$ cat src/rtl/shift_defs.sv
// Shared encodings for the multi-cycle shifter: ALU shift opcodes and controller states.
package shift_defs;

    localparam int OP_W = 2;
    localparam int ST_W = 2;

    localparam logic [OP_W-1:0] OP_SLL = 2'b00;
    localparam logic [OP_W-1:0] OP_SRL = 2'b01;
    localparam logic [OP_W-1:0] OP_SRA = 2'b11;

    localparam logic [ST_W-1:0] ST_IDLE  = 2'd0;
    localparam logic [ST_W-1:0] ST_SHIFT = 2'd1;
    localparam logic [ST_W-1:0] ST_DONE  = 2'd2;

endpackage

$ cat src/rtl/shift_step.sv
// Combinational one-bit shift of a WIDTH-bit word; the reserved opcode falls back to SLL.
module shift_step
    import shift_defs::*;
#(
    parameter int WIDTH = 32
) (
    input  logic [WIDTH-1:0] data_i,
    input  logic [OP_W-1:0]  op_i,
    output logic [WIDTH-1:0] data_o
);

    always_comb begin
        case (op_i)
            OP_SRL:  data_o = {1'b0, data_i[WIDTH-1:1]};
            OP_SRA:  data_o = {data_i[WIDTH-1], data_i[WIDTH-1:1]};
            default: data_o = {data_i[WIDTH-2:0], 1'b0};
        endcase
    end

endmodule

$ cat src/rtl/shift_sequencer.sv
// Multi-cycle SLL/SRL/SRA controller for the EX stage: one bit per cycle, busy_o stalls the pipe,
// done_o pulses once with result_o, which is held in its own register until the next run completes.
module shift_sequencer
    import shift_defs::*;
#(
    parameter int WIDTH   = 32,
    parameter int SHAMT_W = 5
) (
    input  logic               clk,
    input  logic               rst_n,
    input  logic               start_i,
    input  logic               flush_i,
    input  logic [OP_W-1:0]    op_i,
    input  logic [SHAMT_W-1:0] shamt_i,
    input  logic [WIDTH-1:0]   data_i,
    output logic               busy_o,
    output logic               done_o,
    output logic [WIDTH-1:0]   result_o
);

    logic [ST_W-1:0]    state_q,  state_d;
    logic [WIDTH-1:0]   work_q,   work_d;
    logic [OP_W-1:0]    op_q,     op_d;
    logic [SHAMT_W-1:0] cnt_q,    cnt_d;
    logic [WIDTH-1:0]   result_q, result_d;
    logic [WIDTH-1:0]   stepped;

    shift_step #(
        .WIDTH (WIDTH)
    ) u_step (
        .data_i (work_q),
        .op_i   (op_q),
        .data_o (stepped)
    );

    always_comb begin
        state_d  = state_q;
        work_d   = work_q;
        op_d     = op_q;
        cnt_d    = cnt_q;
        result_d = result_q;

        case (state_q)
            ST_IDLE, ST_DONE: begin
                state_d = ST_IDLE;
                if (start_i) begin
                    work_d = data_i;
                    op_d   = op_i;
                    cnt_d  = shamt_i;
                    // A zero shift completes immediately, so its result is the operand itself.
                    if (shamt_i != '0) begin
                        state_d = ST_SHIFT;
                    end else begin
                        state_d  = ST_DONE;
                        result_d = data_i;
                    end
                end
            end
            ST_SHIFT: begin
                work_d = stepped;
                cnt_d  = cnt_q - SHAMT_W'(1);
                if (cnt_q == SHAMT_W'(1)) begin
                    state_d  = ST_DONE;
                    result_d = stepped;
                end
            end
            default: state_d = ST_IDLE;
        endcase

        // A flush discards the in-flight operation entirely, including a start in the same cycle.
        if (flush_i) begin
            state_d  = ST_IDLE;
            work_d   = work_q;
            op_d     = op_q;
            cnt_d    = cnt_q;
            result_d = result_q;
        end
    end

    always_ff @(posedge clk) begin
        if (!rst_n) begin
            state_q  <= ST_IDLE;
            work_q   <= '0;
            op_q     <= OP_SLL;
            cnt_q    <= '0;
            result_q <= '0;
        end else begin
            state_q  <= state_d;
            work_q   <= work_d;
            op_q     <= op_d;
            cnt_q    <= cnt_d;
            result_q <= result_d;
        end
    end

    assign busy_o   = (state_q == ST_SHIFT);
    assign done_o   = (state_q == ST_DONE);
    assign result_o = result_q;

endmodule

$ cat config.mk
export PLATFORM = sky130hd
export DESIGN_NAME = shift_sequencer
export DESIGN_NICKNAME = d
export VERILOG_FILES = /design/src/rtl/shift_defs.sv /design/src/rtl/shift_step.sv /design/src/rtl/shift_sequencer.sv
export SDC_FILE = /design/constraint.sdc
export NUM_CORES = 1
export LEC_CHECK = 0
export BUFFER_PORTS_ARGS = -buffer_cell sky130_fd_sc_hd__buf_4
export CORE_MARGIN = 4
export CORE_UTILIZATION = 49
export CTS_CLUSTER_SIZE = 20
export DETAILED_ROUTE_END_ITERATION = 7
export PLACE_DENSITY = 0.78
export SETUP_SLACK_MARGIN = 0.1
export SKIP_LAST_GASP = 1
export SLEW_MARGIN = 0
export SYNTH_ARGS = -nofsm -noshare
export SYNTH_HDL_FRONTEND = slang
export SYNTH_SLANG_ARGS = --single-unit
$ cat constraint.sdc
create_clock -name clk -period 1.6 [get_ports clk]
set_input_delay 0.08 -clock clk [delete_from_list [all_inputs] [get_ports clk]]
set_output_delay 0.08 -clock clk [all_outputs]
set_load 0.005 [all_outputs]
==> results.tsv, run 1 <==
metric	value	unit
status	finished clean	
die_h	93.98	µm
leakage	2.217	nW
dp_slack	0.07715	ns
grt.overflow.total	0	
ant_nets	0	
hpwl	5.835	mm
async_flop_share	0	
tightest_slew	0.4710	ns
synth.most_common_cell	nand2_1	
viasPerCell	5.280	
rsz0062_at_grt	true	
antenna_found_initial	0	
rows	31	
syn_to_final_growth	34.34	%
ir_worst_vdd	0.4699	mV
worstPathCellList	clkbuf_16 > mux2_1 > mux2_2 > nand2_1 > a21oi_1	
ys_types	37	
period_share	0.9538	
die_w	93.98	µm
hold_viol	0	
grtUsageTotal	0.1923	
ys_seq_area_frac	0.4035	
num_antenna_cells	0	
numPortBuffers	76	
firstDrtPassIters	4	
routed_wl	9.292	mm
io_pins	77	
max_slew_margin	0.6845	
drive_gt1_frac	0.3367	
grt_pass1_wl	13.68	mm
seq_area	1468	µm²
core-area	7214	µm²
ys_seq_elements	73	
synthesis.area	3622	µm²
yosys_warnings	0	
cp-end-kind	register	
yosysTopAreaCell	dfxtp_1	
power_density	825.7	nW/µm²
num_vias	3173	
syn_nets	456	
maxCapViolations	0	
drt-met1-wl	4.082	mm
worstPathMaxFanout	7	
synth_area_leaders	dfxtp_1 (40%), nand2_1 (13%), mux2_1 (10%)	
dpl_cell_area	4374	µm²
syn_inst	411	
synth_edf_count	0	
htree_levels	3	
synth_flop_cell	dfxtp_1	
gp_congestion	0.8076	
critPathSlowestCell	dfxtp_4	
highest_layer	met4	
clkLatencyLatePin	0.34	ns
grt_max_degree	41	
detail_route.iter0.violations	188	
clockBufferDepth	2	
setup_violations	0	
cts_tree	done	
path_clk_slew	0.08	ns
max_stage_delay	0.46	ns
finClkSkew	0.01229	ns
max_freq	655.3	MHz
cts-buffers-inserted	9	
initial_core_util	0.5021	
synth_top_area_frac	0.4035	
cts.sinks	73	
wl_met2	4.459	mm
die-area	8832	µm²
start_kind	register	
first_global_vias	2959	
worstPathArrival	1.75	ns
wl_met3	613	µm
setup_ws	0.07389	ns
cts_root_buf	clkbuf_8	
netlist_top_cells_count	nand2_1 (129), dfxtp_1 (73), a21oi_1 (37), mux2_1 (33), mux2i_1 (32)	
hold_path.class	in2reg	
crit_type	reg2reg	
fin_nets	542	
regToRegSetupSlack	0.07	ns
finalSetupTns	0	ns
multiInputGateArea	2056	µm²
period_needed	1.526	ns
cp.required	1.83	ns
fillCellCount	593	
slew_violations	0	
syn_area_per_cell	8.813	µm²
drc	0	
routedWlPerCell	15.46	µm
postLayoutCellArea	4866	µm²
-- power by group --
part | switching, mW | internal (mW)
clock | 0.674 | 0.736
sequential | 0.0591 | 1.89
combinational | 0.310 | 0.351
total | 1.04 | 2.98
-- layout by cell type, fill, tap and decap left out, drive strengths merged --
cell	count
o221ai	1
dlygate4sd3	3
or4	1
nor3	4
ha	2
nor2	7
dfxtp	73
mux2i	32
o21a	1
inv	6
nand3	2
nand2	129
buf	97
and2	1
o211ai	4
nand2b	3
a21oi	38
a41oi	1
and3	1
nor3b	1
clkinvlp	1
a21o	1
clkbuf	21
mux2	60
o221a	1
a31o	1
a221oi	2
nor2b	1
xor2	1
o22ai	1
o21ai	5
-- through the flow --
stage,hold slack (ns),power [mW],cells,utilization
4_1_cts,0.07198,3.952,591,0.6381
3_5_place_dp,0.3228,2.565,572,0.6063
2_1_floorplan,0.1568,2.339,411,-
6_report,0.08231,4.018,601,0.6745
3_3_place_gp,0.3211,2.550,572,0.6063
5_1_grt,0.08790,4.191,601,0.6745
-- worst max-delay path: cells and delay by family, from the launching register on --
family          cells  cell delay (ns)
buf+inv             1             0.19
simple gates        1             0.09
flops               1             0.46
compound gates      1             0.06
mux                 2             0.62
-- final timing paths --
check / start / endpoint / cells past startpoint
max: op_q[0] / work_q[3] / 5
min: shamt_i[3] / cnt_q[3] / 3
max reg2reg: op_q[0] / work_q[3] / 5
min reg2reg: result_o[4] / result_o[4] / 2
-- sequential cells by signal (all words and copies together) (netlist names) --
signal / count
result_o: 32
work_q: 32
cnt_q: 5
op_q: 2
state_q: 2
-- routing by layer --
metal,vias up,GRT usage
met5,-,0
met4,0,0.06619
met1,1503,0.2561
met3,13,0.04888
li1,1563,-
met2,94,0.3022
-- cell type report --
class                      count  share of cell area
tap                           99             0.02546
clock buffer                  15             0.03831
inverter                       6            0.005143
clock inverter                 1            0.001543
timing repair buffer         106              0.2055
sequential                    73              0.3016
multi-input combinational    301              0.4225
-- logic make-up (layout without fill, tap and decap cells) --
family,after synthesis,in the layout,synth area share
AOI/OAI and AO/OA,56,56,0.09569
and+or+nand+nor,150,150,0.1668
DFF,73,73,0.4035
muxes,92,92,0.2750
xor gates and xnor gates,1,1,0.002418
adders and majority gates,2,2,0.006907
buffers and inverters,37,128,0.04974
-- timing repair --
action | CTS | global route
hold buffers | 3 | 0
setup buffers | 0 | 3
cloned | 0 | 7
hold endpoints to repair | 3 | 0
resized for setup | 3 | 24
pin swaps | 0 | 3
setup endpoints to repair | 42 | 65
Power figures use the tool's default switching activity.
==> inputs of run 2 (changes only) <==
==> constraint.sdc (replaced) <==
create_clock -name clk -period 1.28 [get_ports clk]
set_input_delay 0.064 -clock clk [delete_from_list [all_inputs] [get_ports clk]]
set_output_delay 0.064 -clock clk [all_outputs]
set_load 0.005 [all_outputs]
==> run 2 against run 1 <==
Compared with the run above:
- the flow now finishes with violations (negative setup slack)
- cell count is 4.5% higher
- final area increased by 12%
- combinational power is 68% higher
- wire length is 15% higher
- first-iteration DRC count is 12% lower
- utilization increased by 7.9 points
- clock skew rose by 0.0018 ns
- non-clock buffer count rose by 27
- largest power group unchanged
- highest routed layer unchanged
==> results.tsv, run 2 (synthesis results as in run 1) <==
metric	value	unit
status	complete, but fails checks	
violations	negative setup slack	
grt_max_degree	39	
drc	0	
viasPerCell	5.409	
finClkSkew	0.01406	ns
cts_root_buf	clkbuf_8	
detail_route.iter0.violations	165	
power.switching	1.482	mW
whs_path_depth	4	
syn_to_final_growth	50.16	%
final_cell_mix	nand2_1 (114), buf_4 (106), dfxtp_1 (68)	
dp_slack	-0.1895	ns
routed_wl	10.65	mm
seqPwrFrac	0.453	
dpl_cell_area	4626	µm²
die_w	93.98	µm
setup_violations	71	
num_antenna_cells	0	
path_clk_slew	0.08	ns
max_freq	677.9	MHz
initial_core_util	0.5021	
ant_nets	0	
hpwl	6.016	mm
r2r-start	op_q[0]	
io_pins	77	
clkLatencyLatePin	0.35	ns
min_to	op_q[0]	
firstDrtPassIters	4	
reg2reg_depth	5	
period_share	1.152	
grtUsageTotal	0.2223	
gp_congestion	0.7846	
internal_power	3.893	mW
period_needed	1.475	ns
slew_violations	0	
r2r_end	result_o[18]	
max_slew_margin	0.6495	
clockBufferDepth	2	
p_sw_frac	0.2758	
core-area	7214	µm²
regToRegSetupSlack	-0.20	ns
hold_viol	0	
worstPathArrival	1.72	ns
cts-buffers-inserted	9	
clockPowerShare	0.340	
drive_gt1_frac	0.4612	
setup_ws	-0.1951	ns
first_global_vias	3317	
numPortBuffers	76	
worstPathMaxFanout	14	
start_kind	register	
cts_tree	done	
rows	31	
antenna_found_initial	0	
power_density	988.3	nW/µm²
grt_pass1_wl	15.32	mm
num_vias	3397	
worstHoldStart	flush_i	
cts.sinks	73	
postLayoutCellArea	5439	µm²
leakage	2.496	nW
tightest_slew	0.5252	ns
ir_worst_vdd	0.6156	mV
crit_type	reg2reg	
hold_path.class	in2reg	
htree_levels	3	
routedWlPerCell	16.96	µm
cp.required	1.53	ns
maxCapViolations	0	
layout_commonest_cell	nand2_1	
grt.overflow.total	0	
rsz0062_at_grt	true	
die_h	93.98	µm
fin_nets	569	
pwr-share-comb	0.207	
die-area	8832	µm²
cp-end-kind	register	
-- run 2: changes by cell type in the layout (fill, tap and decap cells not counted), sizes merged --
cell    delta
clkinv     +1
clkbuf     -5
inv        +1
buf       +30
-- run 2: per-layer routing --
metal  vias up  global-route usage  routed length [µm]
met3        32             0.04968                 538
met1      1643              0.2616                4293
met4         0             0.09386                 384
met5         -                   0                   0
met2       109              0.3868                5432
li1       1613                   -                   -
-- run 2: worst max-delay path, stage by stage (launching register included) --
cell	delay, ns
dfxtp_4	0.42
buf_16	0.18
mux2_1	0.34
mux2_4	0.28
nand2_1	0.08
mux2i_1	0.06
-- run 2: area by class of cell --
cell class                      count  area (µm²)
Clock inverter                      3       21.27
Inverter                            6       27.53
Fill cell                         486        1775
Multi-Input combinational cell    301        2341
Clock buffer                       13       178.9
Sequential cell                    73        1473
Tap cell                           99       123.9
Timing Repair Buffer              133        1274
-- run 2: worst max path at each step --
| stage | start | to | slack, ns | depth (start not counted) |
|---|---|---|---|---|
| 2_1_floorplan | op_q[0] | work_q[19] | -0.11 | 6 |
| 3_3_place_gp | op_q[0] | work_q[12] | -0.16 | 5 |
| 3_5_place_dp | op_q[0] | result_o[25] | -0.19 | 5 |
| 4_1_cts | op_q[0] | result_o[27] | -0.17 | 5 |
| 5_1_grt | state_q[1] | result_o[1] | -0.24 | 5 |
| 6_report | op_q[0] | result_o[18] | -0.20 | 5 |
-- run 2: power groups by stage --
stage | registers, mW | clock network, mW | logic, mW
floorplan | 2.46 | 0 | 0.568
global placement | 2.47 | 0 | 0.822
detailed placement | 2.47 | 0 | 0.839
CTS | 2.42 | 1.81 | 0.957
global route | 2.45 | 1.92 | 1.19
finish | 2.43 | 1.83 | 1.11
-- run 2: through the flow --
stage / power [mW] / cells / utilization / hold WS, ns / setup TNS (ns)
after global routing: 5.553 / 628 / 0.7539 / 0.06828 / -13.36
after floorplan: 3.026 / 411 / - / 0.1310 / -5.542
after CTS: 5.191 / 617 / 0.7085 / 0.05099 / -8.304
final: 5.375 / 628 / 0.7539 / 0.04355 / -10.09
after global placement: 3.291 / 586 / 0.6412 / 0.2969 / -8.681
after detailed placement: 3.312 / 586 / 0.6412 / 0.3075 / -10.01
-- run 2: timing repair --
action / in CTS / in global routing
resized for setup: 22 / 57
hold buffers: 3 / 0
gates cloned: 2 / 3
setup endpoints to repair: 71 / 75
pin swaps: 12 / 16
hold endpoints to repair: 3 / 0
setup buffers: 10 / 8
==> inputs of run 3 (changes only) <==
--- a/config.mk
+++ b/config.mk
@@ -11,6 +11,7 @@
 export CTS_CLUSTER_SIZE = 20
 export DETAILED_ROUTE_END_ITERATION = 7
 export PLACE_DENSITY = 0.78
+export RECOVER_POWER = 50
 export SETUP_SLACK_MARGIN = 0.1
 export SKIP_LAST_GASP = 1
 export SLEW_MARGIN = 0
==> run 3 against run 2 <==
Compared with the run above:
- the run still ends with negative setup slack left
- final area unchanged
- global-route usage unchanged
- cell count stayed put
- worst hold slack barely moved
- flip-flop and latch count stayed put
- register-to-register slack barely moved
- critical endpoint unchanged
==> results.tsv, run 3 (synthesis results as in run 1) <==
metric	value	unit
cts_root_buf	clkbuf_8	
crit_type	reg2reg	
gp_congestion	0.7846	
top_usage_layer	met2	
max_slew_margin	0.6507	
layout_commonest_cell	nand2_1	
finalSetupTns	-10.08	ns
grtUsageMet2	0.3868	
maxCapViolations	0	
routedWlPerCell	16.91	µm
io_pins	77	
initial_core_util	0.5021	
rsz0062_at_grt	true	
cp.required	1.53	ns
die-area	8832	µm²
clockBufferDepth	2	
num_vias	3392	
antenna_found_initial	0	
worstPathMaxFanout	14	
cts-buffers-inserted	9	
final_util	0.7539	
drc	0	
syn_to_final_growth	50.16	%
tightest_slew	0.5234	ns
dp_slack	-0.1895	ns
fin_cells	628	
gr-usage-met1	0.2616	
num_antenna_cells	0	
period_share	1.152	
routed_wl	10.62	mm
die_w	93.98	µm
r2r_end	result_o[18]	
core-area	7214	µm²
reg2reg_depth	5	
ir_worst_vdd	0.6157	mV
hpwl	6.016	mm
fin_nets	569	
worstHoldStart	flush_i	
first_global_vias	3317	
leakage	2.486	nW
finClkSkew	0.01408	ns
htree_levels	3	
slew_violations	0	
worstPathArrival	1.72	ns
setup_violations	71	
viasPerCell	5.401	
detail_route.iter0.violations	161	
numPortBuffers	76	
max_freq	678.2	MHz
cp-end-kind	register	
cts_tree	done	
grt_pass1_wl	15.32	mm
grt.overflow.total	0	
hold_path.class	in2reg	
regToRegSetupSlack	-0.19	ns
grt_max_degree	39	
clkLatencyLatePin	0.35	ns
start_kind	register	
dp_cells	586	
crit_start	op_q[0]	
rows	31	
grtUsageTotal	0.2223	
violations	negative setup slack	
hold_viol	0	
power_density	987.9	nW/µm²
crit_end	result_o[18]	
firstDrtPassIters	4	
die_h	93.98	µm
cts.sinks	73	
setup_ws	-0.1945	ns
period_needed	1.474	ns
final_cell_mix	nand2_1 (114), buf_4 (89), dfxtp_1 (68)	
r2r-start	op_q[0]	
fillCellCount	486	
status	complete, but fails checks	
path_clk_slew	0.08	ns
drive_gt1_frac	0.4612	
use_met3	0.04968	
ant_nets	0	
[run 3: cell types whose count changed in the layout (fill, tap and decap cells not counted)]
cell | previous run | this run
buf_4 | 106 | 89
clkbuf_4 | 0 | 17
[run 3: metrics by stage]
stage               total power [mW]  hold WS (ns)  area [µm²]
finish                         5.373       0.04374        5439
global placement               3.291        0.2969        4626
global route                   5.552       0.06828        5439
CTS                            5.191       0.05099        5111
detailed placement             3.312        0.3075        4626
floorplan                      3.026        0.1310        3876
[run 3: worst min path at each step]
stage | end | cells after the start
2_1_floorplan | state_q[0] | 1
3_3_place_gp | state_q[0] | 2
3_5_place_dp | state_q[0] | 2
4_1_cts | cnt_q[1] | 3
5_1_grt | op_q[0] | 4
6_report | op_q[0] | 4
[run 3: layout make-up]
cell class | count | area, µm² | area share
well taps | 99 | 123.9 | 0.02277
clock inverters | 3 | 21.27 | 0.003911
flip-flops and latches | 73 | 1473 | 0.2708
clock buffers | 13 | 178.9 | 0.03290
inverters | 6 | 27.53 | 0.005061
repair buffers | 133 | 1274 | 0.2342
multi-input cells | 301 | 2341 | 0.4304
[run 3: repair_timing]
item	CTS	global route
hold buffers	3	0
gates cloned	2	3
pin swaps	12	16
gates resized for setup	22	57
setup endpoints to repair	71	75
setup buffers	10	8
endpoints found under the hold margin	3	0
[run 3: where the power goes]
group          internal [mW]  switching [mW]  total (mW)
Sequential              2.36          0.0749        2.43
Clock                  0.921           0.906        1.83
Combinational          0.612           0.500        1.11
[run 3: worst max-delay path, cell delays in order (launching register included)]
cell	delay, ns
dfxtp_4	0.42
buf_16	0.17
mux2_1	0.34
mux2_4	0.28
nand2_1	0.08
mux2i_1	0.06
[run 3: metal layers]
| layer | share of wire | vias up | routed length, µm |
|---|---|---|---|
| li1 | - | 1611 | - |
| met2 | 0.51 | 105 | 5392 |
| met5 | 0 | - | 0 |
| met1 | 0.41 | 1643 | 4346 |
| met3 | 0.047 | 33 | 495 |
| met4 | 0.036 | 0 | 383 |
